**src/rtl/tcm_arbiter.sv**
```systemverilog
// Two-port arbiter in front of a single-port TCM with 1-cycle read latency.
// Port 0 (core) wins by default; port 1 (DMA) is guaranteed a grant after STARVE_MAX denials.
module tcm_arbiter #(
   parameter int DATA_WIDTH = 32,
   parameter int ADDR_WIDTH = 15,
   parameter int STARVE_MAX = 4
) (
   input  logic                    clk_i,
   input  logic                    rst_ni,

   input  logic                    p0_req_i,
   input  logic                    p0_we_i,
   input  logic [ADDR_WIDTH-1:0]   p0_addr_i,
   input  logic [DATA_WIDTH/8-1:0] p0_be_i,
   input  logic [DATA_WIDTH-1:0]   p0_wdata_i,
   output logic                    p0_gnt_o,
   output logic                    p0_rvalid_o,
   output logic [DATA_WIDTH-1:0]   p0_rdata_o,

   input  logic                    p1_req_i,
   input  logic                    p1_we_i,
   input  logic [ADDR_WIDTH-1:0]   p1_addr_i,
   input  logic [DATA_WIDTH/8-1:0] p1_be_i,
   input  logic [DATA_WIDTH-1:0]   p1_wdata_i,
   output logic                    p1_gnt_o,
   output logic                    p1_rvalid_o,
   output logic [DATA_WIDTH-1:0]   p1_rdata_o,

   output logic                    tcm_en_o,
   output logic                    tcm_we_o,
   output logic [ADDR_WIDTH-1:0]   tcm_addr_o,
   output logic [DATA_WIDTH/8-1:0] tcm_be_o,
   output logic [DATA_WIDTH-1:0]   tcm_wdata_o,
   input  logic [DATA_WIDTH-1:0]   tcm_rdata_i
);

   localparam int CNT_WIDTH = $clog2(STARVE_MAX + 1);
   localparam logic [CNT_WIDTH-1:0] STARVE_LIM = CNT_WIDTH'(STARVE_MAX);

   logic [CNT_WIDTH-1:0] starve_cnt_q, starve_cnt_d;
   logic                 resp_pending_q, resp_pending_d;
   logic                 resp_owner_q, resp_owner_d;
   logic                 resp_read_q, resp_read_d;
   logic                 p1_wins;

   // Grants are gated by reset so nothing reaches the TCM while reset is held.
   assign p1_wins  = p1_req_i & (~p0_req_i | (starve_cnt_q == STARVE_LIM));
   assign p1_gnt_o = rst_ni & p1_wins;
   assign p0_gnt_o = rst_ni & p0_req_i & ~p1_wins;
   assign tcm_en_o = p0_gnt_o | p1_gnt_o;

   always_comb begin
      // NOTE: every always_comb output gets a default first so no path can infer a latch.
      tcm_we_o    = 1'b0;
      tcm_addr_o  = '0;
      tcm_be_o    = '0;
      tcm_wdata_o = '0;
      if (p0_gnt_o) begin
         tcm_we_o    = p0_we_i;
         tcm_addr_o  = p0_addr_i;
         tcm_be_o    = p0_be_i;
         tcm_wdata_o = p0_wdata_i;
      end else if (p1_gnt_o) begin
         tcm_we_o    = p1_we_i;
         tcm_addr_o  = p1_addr_i;
         tcm_be_o    = p1_be_i;
         tcm_wdata_o = p1_wdata_i;
      end
   end

   always_comb begin
      starve_cnt_d = starve_cnt_q;
      if (!p1_req_i || p1_gnt_o) begin
         starve_cnt_d = '0;
      end else if (starve_cnt_q != STARVE_LIM) begin
         starve_cnt_d = starve_cnt_q + CNT_WIDTH'(1);
      end
      resp_pending_d = tcm_en_o;
      resp_owner_d   = p1_gnt_o;
      resp_read_d    = tcm_en_o & ~tcm_we_o;
   end

   always_ff @(posedge clk_i) begin
      // NOTE: state registers use non-blocking assignments so every flop samples pre-edge values.
      if (!rst_ni) begin
         starve_cnt_q   <= '0;
         resp_pending_q <= 1'b0;
         resp_owner_q   <= 1'b0;
         resp_read_q    <= 1'b0;
      end else begin
         starve_cnt_q   <= starve_cnt_d;
         resp_pending_q <= resp_pending_d;
         resp_owner_q   <= resp_owner_d;
         resp_read_q    <= resp_read_d;
      end
   end

   // A reset landing in the response cycle discards the outstanding response.
   assign p0_rvalid_o = rst_ni & resp_pending_q & ~resp_owner_q;
   assign p1_rvalid_o = rst_ni & resp_pending_q &  resp_owner_q;
   assign p0_rdata_o  = (p0_rvalid_o & resp_read_q) ? tcm_rdata_i : '0;
   assign p1_rdata_o  = (p1_rvalid_o & resp_read_q) ? tcm_rdata_i : '0;

endmodule

```
**config.mk**
```make
export PLATFORM = sky130hd
export DESIGN_NAME = tcm_arbiter
export DESIGN_NICKNAME = d
export VERILOG_FILES = /design/src/rtl/tcm_arbiter.sv
export SDC_FILE = /design/constraint.sdc
export NUM_CORES = 1
export LEC_CHECK = 0
export CAP_MARGIN = 20
export CORE_AREA = 2 2 100 102
export CTS_CLUSTER_DIAMETER = 120
export DETAILED_ROUTE_END_ITERATION = 10
export DIE_AREA = 0 0 102 104
export GPL_TIMING_DRIVEN = 1
export SYNTH_ARGS = -nofsm -noshare
export SYNTH_HDL_FRONTEND = slang
export SYNTH_SLANG_ARGS = --single-unit
```
**constraint.sdc**
```tcl
create_clock -name clk_i -period 2.9 [get_ports clk_i]
set_input_delay 0.29 -clock clk_i [delete_from_list [all_inputs] [get_ports clk_i]]
set_output_delay 0.29 -clock clk_i [all_outputs]
set_load 0.01 [all_outputs]
```
==> results.toml <==
[logic_synthesis]
synth_nets = 308
synth_compound_area_share_pct = 39.8
synth_edf_count = 0
synth_warnings = 0
synth_top_area_share_pct = 33.1
yosys.area.top_type = "a22o_1"
synth.area.top_cells = "a22o_1 33%, and2_1 31%, dfxtp_1 9.3%"
synth-async-reset-ratio_pct = 0
synthAdderAreaFrac_pct = 1.93
synth_area_per_cell_um2 = 7.81
yosys.area_share.simple_pct = 36.1
synth_cells = 166
synth_top_family_by_area = "compound AO/OA/AOI/OAI gates"
ys_top_cells_by_count = "64 x and2_1, 49 x a22o_1, 10 x buf_6"
ys_types = 19
ys_ff_latch = 6
yosysMostFrequentCell = "and2_1"
synth_area_um2 = 1300
synthXorXnorAreaFrac_pct = 0
yosysSeqAreaShare_pct = 9.27
synth.mux.area_fraction_pct = 0.772
synth_ff_type = "dfxtp_1"

[floorplanning]
start_util_pct = 13.6
coreArea_um2 = 9550
fp.dieW_um = 102
die-area_um2 = 10600
placementRows = 36
io_pins = 261
die_h_um = 104

[power]
leakagePower_nw = 1.51
p_sw_mw = 0.172
pwr-share-comb_pct = 66.8
cellPowerDensity_nw_per_um2 = 160
switching_share_pct = 26.5
p_int_mw = 0.477
max-vdd-ir-drop_v = 0.000225
seqPwrFrac_pct = 13.6
pwr-share-clk_pct = 19.6

[sta]
max_freq_ghz = 0.398
rsz0062_at_grt = "no"
fin_tns_setup_ns = 0
fin_skew_ns = 0.00116
setup_ws_ns = 0.385
setup_viol = 0
worst_slew_pin_slew_ns = 0.379
fin_crit_ns = 2.51
slew_violations = 0
timing.final.crit_share_pct = 86.7
slew_headroom_pct = 74.5
hold_viol = 0

[global_routing]
globalRouteTotalUtil_pct = 14.1
antenna_found_initial = 0
grt_first_pass_wirelength_mm = 11.9
grt_max_degree = 55
grt-ovfl-total = 0
grt_pass1_vias = 2174

[setup_path]
crit-reg2reg-capture = "resp_read_q"
slowest_stage = "clkdlybuf4s50_1"
r2r-start = "starve_cnt_q[0]"
cpLargestDelayFamily = "buffers and inverters"
slowest_delay_ns = 0.60
r2r_slack_ns = 1.40
critPathLaunchType = "input port"
cp_max_fo = 54
required_ns = 2.61
path_cells = "clkdlybuf4s50_1, nand2_2, a31oi_4, buf_12, a22o_1, clkdlybuf4s50_1"
crit_buf_inv = 3
cpMostUsedCell = "clkdlybuf4s50_1"
r2r_cells = 6
arrival_ns = 2.22
crit_path_end_kind = "primary output"
path_class = "in2out"

[route]
drt_wl_total_mm = 8.30
avgRoutedWirePerCell_um = 15.1
drc = 0
ant_nets = 0
dr.pass1.iters = 4
drt_iter0_markers = 56
vias_per_cell = 4.08
num_vias = 2244

[hold_path]
hold_class = "reg2reg"
whs_path_depth = 1
worstHoldStart = "starve_cnt_q[0]"
hold_end = "starve_cnt_q[0]"

[place]
dp.cells = 547
dp_slack_ns = 0.395
gp_congestion = 0.845
hpwl_mm = 6.94
io_buffers = 260

[clock_network]
clk_pin_slew_ns = 0.04
cts_buffers = 3
cts-resized-gates = 0
cts.path.max_buffers = 2
hold_buffers = 0
clock_latency_ns = 0.22
cts.htree.levels = 1
cts_sinks = 6
clock-root-buffer = "clkbuf_8"
postCtsSetupRepairBufs = 0
cts_tree = "built"

[finish]
nFillCells = 970
final_core_util_pct = 42.4
antenna_cells = 0
stdcell_count = 550
nets = 561
drive_gt1_share_pct = 3.36
area_delta_synth_final_pct = 213

[status]
status = "finished, final reports clean"

[flow_run]
cap_violations = 0
[how the worst max path moves through the flow]
stage	start	to	slack [ns]	depth (start not counted)
after floorplan	starve_cnt_q[0]	tcm_addr_o[0]	1.29	6
after global placement	p0_req_i	tcm_addr_o[0]	0.38	6
after detailed placement	p0_req_i	tcm_addr_o[0]	0.40	6
after CTS	rst_ni	p0_rdata_o[12]	0.39	6
after global routing	rst_ni	p0_rdata_o[12]	0.25	6
final	p0_req_i	tcm_addr_o[0]	0.39	6
[per-layer routing]
metal  track usage (%)  up-vias  share of wire, %
met4              5.33        0               3.3
met5                 0        -                 0
met1              16.0      994                39
met2              25.0      124                49
li1                  -     1104                 -
met3              3.23       22               8.7
[state kept, by name (all words and copies together), names as in the netlist]
| signal | cells |
|---|---|
| starve_cnt_q | 3 |
| resp_owner_q | 1 |
| resp_read_q | 1 |
| resp_pending_q | 1 |
[through the flow]
stage	area (µm²)	power (mW)	hold slack, ns
floorplan	1300	0.210	0.382
global placement	4010	0.523	0.438
CTS	4050	0.654	0.458
global route	4050	0.678	0.487
detailed placement	4010	0.524	0.453
finish	4050	0.648	0.456
[cells in the final DEF, fill, tap and decap left out]
master           instances
nand2_1                  2
nor3b_1                  2
mux2i_1                  1
a31oi_4                  1
a21oi_1                  1
a21oi_4                  1
clkbuf_8                 3
a221oi_1                 1
a22o_2                   3
and2_1                  64
ha_1                     2
inv_1                    6
dfxtp_1                  6
nand3_1                  2
nand2_2                  2
clkdlybuf4s50_1        260
nor2_1                   6
o21ai_0                  1
a22o_1                  49
buf_12                   4
[power by group through the flow]
| stage | registers, mW | clock network [mW] | logic [mW] |
|---|---|---|---|
| after global routing | 0.0884 | 0.130 | 0.460 |
| after CTS | 0.0881 | 0.129 | 0.437 |
| after global placement | 0.0896 | 0 | 0.433 |
| after floorplan | 0.0888 | 0 | 0.121 |
| final | 0.0881 | 0.127 | 0.433 |
| after detailed placement | 0.0895 | 0 | 0.435 |
[cell type report]
type	instances	area, µm²	share of cell area [%]
clock buffer	3	41.3	1.02
timing repair buffer	264	2680	66.2
inverter	6	22.5	0.556
multi-input combinational	138	1020	25.1
sequential	6	120	2.96
tap	133	166	4.11
[cell families after synthesis]
family          Yosys count
mux                       1
simple gates             78
flops                     6
buf+inv                  22
compound gates           57
fa+ha+maj                 2
No activity file was read; power rests on OpenSTA's default activity.
